$ cat src/rtl/dtm_dmi_ctrl_if.sv
// DM request/response channel between the DTM DMI controller (master) and the
// debug module (slave).
interface dtm_dmi_ctrl_if #(
  parameter int unsigned ABITS = 7
) ();
  logic             req_valid;
  logic             req_ready;
  logic [ABITS-1:0] req_addr;
  logic [31:0]      req_data;
  logic [1:0]       req_op;
  logic             rsp_valid;
  logic             rsp_ready;
  logic [31:0]      rsp_data;
  logic [1:0]       rsp_op;

  modport master (
    output req_valid, req_addr, req_data, req_op, rsp_ready,
    input  req_ready, rsp_valid, rsp_data, rsp_op
  );

  modport slave (
    input  req_valid, req_addr, req_data, req_op, rsp_ready,
    output req_ready, rsp_valid, rsp_data, rsp_op
  );
endinterface

$ cat src/rtl/dtm_dmi_ctrl.sv
// JTAG DTM side of the DMI: turns UPDATE_DR/CAPTURE_DR pulses into single
// outstanding DM transactions and tracks the sticky dmistat error.
module dtm_dmi_ctrl #(
  parameter int unsigned ABITS = 7
) (
  input  logic              tclk,
  input  logic              trst,
  input  logic              dmi_update,
  input  logic              dmi_capture,
  input  logic [ABITS+33:0] dmi_wdata,
  output logic [ABITS+33:0] dmi_rdata,
  input  logic              dtmcs_update,
  input  logic [1:0]        dtmcs_wdata,
  output logic [1:0]        dmistat,
  dtm_dmi_ctrl_if.master    dm
);

  typedef enum logic [1:0] {
    ST_IDLE,
    ST_REQ,
    ST_WAIT_RSP
  } state_t;

  state_t           r_state;
  state_t           w_state_nxt;
  logic [1:0]       r_sticky;
  logic [1:0]       w_sticky_nxt;
  logic [ABITS-1:0] r_addr;
  logic [31:0]      r_data;
  logic [1:0]       r_op;
  logic [31:0]      r_result;
  logic             r_rsp_ready;
  logic             w_latch;
  logic             w_res_load;
  logic [31:0]      w_res_val;
  logic             w_dtmcs_clr;
  logic             w_upd;
  logic             w_op_acc;
  logic [1:0]       w_cap_op;

  always_ff @(posedge tclk) begin
    if (!trst) r_state <= ST_IDLE;
    else       r_state <= w_state_nxt;
  end

  always_comb begin
    w_state_nxt  = r_state;
    w_sticky_nxt = r_sticky;
    w_latch      = 1'b0;
    w_res_load   = 1'b0;
    w_res_val    = r_result;
    w_dtmcs_clr  = dtmcs_update && (dtmcs_wdata != 2'b00);
    w_upd        = dmi_update && !w_dtmcs_clr;
    w_op_acc     = (dmi_wdata[1:0] == 2'd1) || (dmi_wdata[1:0] == 2'd2);

    case (r_state)
      ST_IDLE: begin
        if (w_upd && (r_sticky == 2'd0) && w_op_acc) begin
          w_latch     = 1'b1;
          w_state_nxt = ST_REQ;
        end
      end
      ST_REQ: begin
        if (dm.req_ready) w_state_nxt = ST_WAIT_RSP;
      end
      ST_WAIT_RSP: begin
        if (dm.rsp_valid && r_rsp_ready) begin
          w_state_nxt = ST_IDLE;
          if (dm.rsp_op == 2'd0) begin
            w_res_load = 1'b1;
            w_res_val  = (r_op == 2'd1) ? dm.rsp_data : r_data;
          end else if (dm.rsp_op[1] && (r_sticky == 2'd0)) begin
            w_sticky_nxt = 2'd2;
          end
        end
      end
      default: w_state_nxt = ST_IDLE;
    endcase

    // Busy is only recorded if no failure was recorded this same cycle.
    if ((r_state != ST_IDLE) && (w_sticky_nxt == 2'd0) && (w_upd || dmi_capture))
      w_sticky_nxt = 2'd3;

    if (w_dtmcs_clr) begin
      w_sticky_nxt = 2'd0;
      if (dtmcs_wdata[1]) w_state_nxt = ST_IDLE;
    end

    if (r_sticky != 2'd0)        w_cap_op = r_sticky;
    else if (r_state != ST_IDLE) w_cap_op = 2'd3;
    else                         w_cap_op = 2'd0;
  end

  always_ff @(posedge tclk) begin
    if (!trst) begin
      r_sticky    <= '0;
      r_addr      <= '0;
      r_data      <= '0;
      r_op        <= '0;
      r_result    <= '0;
      r_rsp_ready <= 1'b0;
      dmi_rdata   <= '0;
    end else begin
      r_sticky    <= w_sticky_nxt;
      r_rsp_ready <= 1'b1;
      if (w_latch) begin
        r_addr <= dmi_wdata[ABITS+33:34];
        r_data <= dmi_wdata[33:2];
        r_op   <= dmi_wdata[1:0];
      end
      if (w_res_load) r_result <= w_res_val;
      if (dmi_capture) dmi_rdata <= {r_addr, r_result, w_cap_op};
    end
  end

  assign dm.req_valid = (r_state == ST_REQ);
  assign dm.req_addr  = r_addr;
  assign dm.req_data  = r_data;
  assign dm.req_op    = r_op;
  assign dm.rsp_ready = r_rsp_ready;
  assign dmistat      = r_sticky;

endmodule

$ cat src/flat_wrapper.sv
// flat-port wrapper written by rule: the top's interface ports become plain ports
module dtm_dmi_ctrl_flat 
#(
  parameter int unsigned ABITS = 7
)
  (tclk, trst, dmi_update, dmi_capture, dmi_wdata, dmi_rdata, dtmcs_update, dtmcs_wdata, dmistat, dm_req_valid, dm_req_addr, dm_req_data, dm_req_op, dm_rsp_ready, dm_req_ready, dm_rsp_valid, dm_rsp_data, dm_rsp_op);
  dtm_dmi_ctrl_if #(.ABITS(ABITS)) dm_i ();
  input  logic tclk;
  input  logic trst;
  input  logic dmi_update;
  input  logic dmi_capture;
  input  logic [ABITS+33:0] dmi_wdata;
  output logic [ABITS+33:0] dmi_rdata;
  input  logic dtmcs_update;
  input  logic [1:0] dtmcs_wdata;
  output logic [1:0] dmistat;
  output wire logic [$bits(dm_i.req_valid)-1:0] dm_req_valid;
  output wire logic [$bits(dm_i.req_addr)-1:0] dm_req_addr;
  output wire logic [$bits(dm_i.req_data)-1:0] dm_req_data;
  output wire logic [$bits(dm_i.req_op)-1:0] dm_req_op;
  output wire logic [$bits(dm_i.rsp_ready)-1:0] dm_rsp_ready;
  input wire logic [$bits(dm_i.req_ready)-1:0] dm_req_ready;
  input wire logic [$bits(dm_i.rsp_valid)-1:0] dm_rsp_valid;
  input wire logic [$bits(dm_i.rsp_data)-1:0] dm_rsp_data;
  input wire logic [$bits(dm_i.rsp_op)-1:0] dm_rsp_op;
  assign dm_req_valid = dm_i.req_valid;
  assign dm_req_addr = dm_i.req_addr;
  assign dm_req_data = dm_i.req_data;
  assign dm_req_op = dm_i.req_op;
  assign dm_rsp_ready = dm_i.rsp_ready;
  assign dm_i.req_ready = dm_req_ready;
  assign dm_i.rsp_valid = dm_rsp_valid;
  assign dm_i.rsp_data = dm_rsp_data;
  assign dm_i.rsp_op = dm_rsp_op;
  dtm_dmi_ctrl #(.ABITS(ABITS)) u_core (.tclk(tclk), .trst(trst), .dmi_update(dmi_update), .dmi_capture(dmi_capture), .dmi_wdata(dmi_wdata), .dmi_rdata(dmi_rdata), .dtmcs_update(dtmcs_update), .dtmcs_wdata(dtmcs_wdata), .dmistat(dmistat), .dm(dm_i));
endmodule
$ cat config.mk
export PLATFORM = sky130hd
export DESIGN_NAME = dtm_dmi_ctrl_flat
export DESIGN_NICKNAME = d
export VERILOG_FILES = /design/src/rtl/dtm_dmi_ctrl_if.sv /design/src/rtl/dtm_dmi_ctrl.sv /design/src/flat_wrapper.sv
export SDC_FILE = /design/constraint.sdc
export NUM_CORES = 1
export LEC_CHECK = 0
export ABC_AREA = 1
export CAP_MARGIN = 5
export CELL_PAD_IN_SITES_DETAIL_PLACEMENT = 1
export CELL_PAD_IN_SITES_GLOBAL_PLACEMENT = 1
export CORE_ASPECT_RATIO = 0.75
export CORE_MARGIN = 10
export CORE_UTILIZATION = 39
export DETAILED_ROUTE_END_ITERATION = 10
export DONT_BUFFER_PORTS = 1
export GPL_ROUTABILITY_DRIVEN = 0
export PLACE_DENSITY = 0.84
export SYNTH_ARGS = -nofsm -noshare
export SYNTH_HDL_FRONTEND = slang
export SYNTH_SLANG_ARGS = --single-unit
$ cat constraint.sdc
create_clock -name tclk -period 1.2 [get_ports tclk]
set_input_delay 0 -clock tclk [delete_from_list [all_inputs] [get_ports tclk]]
set_output_delay 0 -clock tclk [all_outputs]
set_load 0.1 [all_outputs]
==> results.ini <==
[setup_path]
start_kind=flip-flop
worstReg2RegStart=u_core.dmistat[1]$_SDFF_PP0_
worstRegToRegCells=7
r2r_end=u_core.dm.req_data[14]$_SDFFE_PN0P_
endpoint_kind=flip-flop
r2r_setup_slack_ns=-0.23
crit_path_max_fanout=10
worstPathRequired_ns=1.52
critPathKind=reg -> reg
cp.arrival_ns=1.75

[grt]
overflow=0
grt_max_degree=118
grt_pass1_vias=5848
antenna_found_initial=1
grt_use_total_pct=20.5
grt_first_pass_wirelength_um=30600

[floorplan]
row_count=36
dieArea_mm2=0.0184
initial_utilization_pct=39.9
die_x_um=154
core_mm2=0.0131
pin_count=170
dieHeight_um=120

[hold_path]
hp-class=in -> reg
hold-path-endpoint=u_core.dm.rsp_ready$_DFF_P_
hold_depth=0
worstHoldStart=trst

[clock_tree]
clk_pin_slew_ns=0.06
htreeDepth=4
root_buffer=clkbuf_16
cts_tree=yes
insertion_delay_ns=0.42
hold_buffers=27
cts_made_buffers=17
clock-sinks=119
cts.path.max_buffers=2

[yosys]
synthTopCellsByCount=181 x nand2_1, 127 x nor2_1, 119 x dfxtp_1, 81 x inv_1, 77 x nand3_1
yosysWarnings=0
ys.flop_type=dfxtp_1
seq_area_frac_synth_pct=45.7
yosys-top-cells-area=dfxtp_1 46%, nand2_1 13%, nor2_1 9.1%
yosysUniqueCellTypes=19
ys_ff_latch=119
synth_top_area_share_pct=45.7
syn-instance-count=768
netlist_area_mm2=0.00522
yosys.cell_count.top_type=nand2_1
synth_edf_count=0
avgSynthCellArea_um2=6.79
synth_area_leader_cell=dfxtp_1
synthArstFlopShare_pct=0
syn-num-nets=852

[sta]
tightest_slew_ns=0.349
final_hold_viol_count=101
fmax_ghz=0.702
rsz0062_at_grt=true
hold_slack_ns=-0.394
fin_ws_ns=-0.225
fin_crit_sh_pct=119
slew-limit-headroom_pct=76.5
setup-tns-final_ns=-9.41
setup_viol=77
slew_violations=0
layout_min_cycle_time_ns=1.43
clock_skew_ns=0.00904

[layout]
area_delta_synth_final_pct=50.5
n_fill_cell=1532
post-route-cell-area_mm2=0.00785
finish.utilization_pct=60.1
nets=960
antenna_cells=0
layout-drive-gt1-share_pct=41.0
stdcell_count=1059

[drt]
drtAntennaViolNets=0
totalWireLength_um=23400
vias_per_cell=5.34
drc=0
first_iter_violations=293
met3_length_um=2020
met2WireLength_um=11800
drtPass1Iterations=5
routed-via-count=5660
wl_per_cell_um=22.1
top_layer_used=met5
m1WireLength_um=9200

[place]
post_dp_cell_area_mm2=0.00613
portBuffers=0
dpl.hpwl_um=12400
dp_cells=985

[pwr]
p_per_area_mw_per_mm2=1560
p_switching_mw=4.32
comb_power_share_pct=25.0
switching_share_pct=35.3
p_int_mw=7.91
p_clk_share_pct=39.4
pwr-share-seq_pct=35.6
ir_drop_mv=1.05
p_leak_nw=3.70

[run_status]
outcome=finished with violations
violations=hold timing, setup timing

[flow_run]
maxCapViolations=0

## per-layer routing
layer / track usage, % / vias to the layer above
li1: - / 2623
met2: 34.8 / 234
met4: 6.24 / 2
met5: 0 / -
met3: 8.85 / 37
met1: 22.9 / 2764
## cells by family (layout without fill, tap and decap cells)
family,count (synthesis),in the layout,synth area share (%)
AOI/OAI and AO/OA,122,122,12.5
and+or+nand+nor,389,389,30.0
buffers and inverters,138,258,11.8
DFF,119,119,45.7
## what timing repair did
item | CTS | global route
setup endpoints to repair | 71 | 91
endpoints found under the hold margin | 119 | 101
buffers inserted | 1 | 5
cloned | 1 | 14
gates resized for setup | 14 | 147
pin swaps | 2 | 70
## cells in the final DEF, fill, tap and decap left out, types with 7 or more instances in the layout
master | netlist | layout
buf_12 | 0 | 11
dfxtp_2 | 0 | 82
dfxtp_1 | 119 | 32
inv_2 | 2 | 7
clkbuf_16 | 0 | 27
nor2_4 | 0 | 19
o21ai_1 | 0 | 11
nand3_2 | 0 | 24
o21ai_0 | 42 | 30
a21oi_2 | 10 | 11
a21oi_1 | 68 | 67
nand2_1 | 181 | 134
inv_1 | 81 | 76
nor2_1 | 127 | 98
buf_4 | 2 | 94
dlygate4sd3_1 | 0 | 20
nor2_2 | 2 | 12
nand3_1 | 77 | 51
nand2_2 | 2 | 30
buf_6 | 7 | 7
nand2_4 | 0 | 17
## how the worst max path moves through the flow
stage | cells past startpoint | endpoint | startpoint | slack (ns)
after floorplan | 8 | u_core.dm.req_addr[6]$_SDFFE_PN0P_ | u_core.dmistat[0]$_SDFF_PP0_ | -0.09
after global routing | 7 | u_core.dm.req_data[14]$_SDFFE_PN0P_ | u_core.dmistat[1]$_SDFF_PP0_ | -0.28
after CTS | 4 | dm_req_valid | u_core.r_state[0]$_SDFF_PN0_ | -0.09
final | 7 | u_core.dm.req_data[14]$_SDFFE_PN0P_ | u_core.dmistat[1]$_SDFF_PP0_ | -0.23
after detailed placement | 7 | u_core.dm.req_data[10]$_SDFFE_PN0P_ | u_core.dmistat[0]$_SDFF_PP0_ | -0.08
after global placement | 7 | u_core.dm.req_data[11]$_SDFFE_PN0P_ | u_core.dmistat[0]$_SDFF_PP0_ | -0.03
## layout make-up
type / instances / area (um2) / area share [%]
clock buffers: 22 / 464 / 5.91
clock inverters: 9 / 77.6 / 0.988
inverters: 83 / 312 / 3.97
multi-input cells: 511 / 2770 / 35.3
flip-flops and latches: 119 / 2500 / 31.9
well taps: 171 / 214 / 2.73
repair buffers: 144 / 1510 / 19.2
## through the flow
stage | total power, mW | worst slack [ns]
2_1_floorplan | 6.49 | -0.0918
3_3_place_gp | 6.85 | -0.0282
3_5_place_dp | 6.92 | -0.0786
4_1_cts | 11.9 | -0.0906
5_1_grt | 12.6 | -0.282
6_report | 12.2 | -0.225
## state kept, by name (all words and copies together) (netlist names)
signal and cells:
u_core.dm.req_addr 7, u_core.dm.req_data 32, u_core.dm.req_op 2, u_core.dm.rsp_ready 1, u_core.dmi_rdata 41, u_core.dmistat 2, u_core.r_result 32, u_core.r_state 2
## worst max-delay path: stages, from the launching register on
cell and delay [ns]:
dfxtp_4 0.35, nor2_4 0.13, nand2_2 0.08, nor2_4 0.17, buf_12 0.16, clkbuf_16 0.18, a21oi_2 0.05, nor2_1 0.19
## power by group through the flow
| stage | Combinational, mW | Sequential (mW) | Clock [mW] |
|---|---|---|---|
| after CTS | 2.71 | 4.34 | 4.83 |
| after global routing | 3.19 | 4.37 | 5.03 |
| after global placement | 2.45 | 4.40 | 0 |
| final | 3.06 | 4.35 | 4.81 |
| after floorplan | 0.824 | 5.67 | 0 |
| after detailed placement | 2.51 | 4.41 | 0 |
No activity file was read; power rests on OpenSTA's default activity.
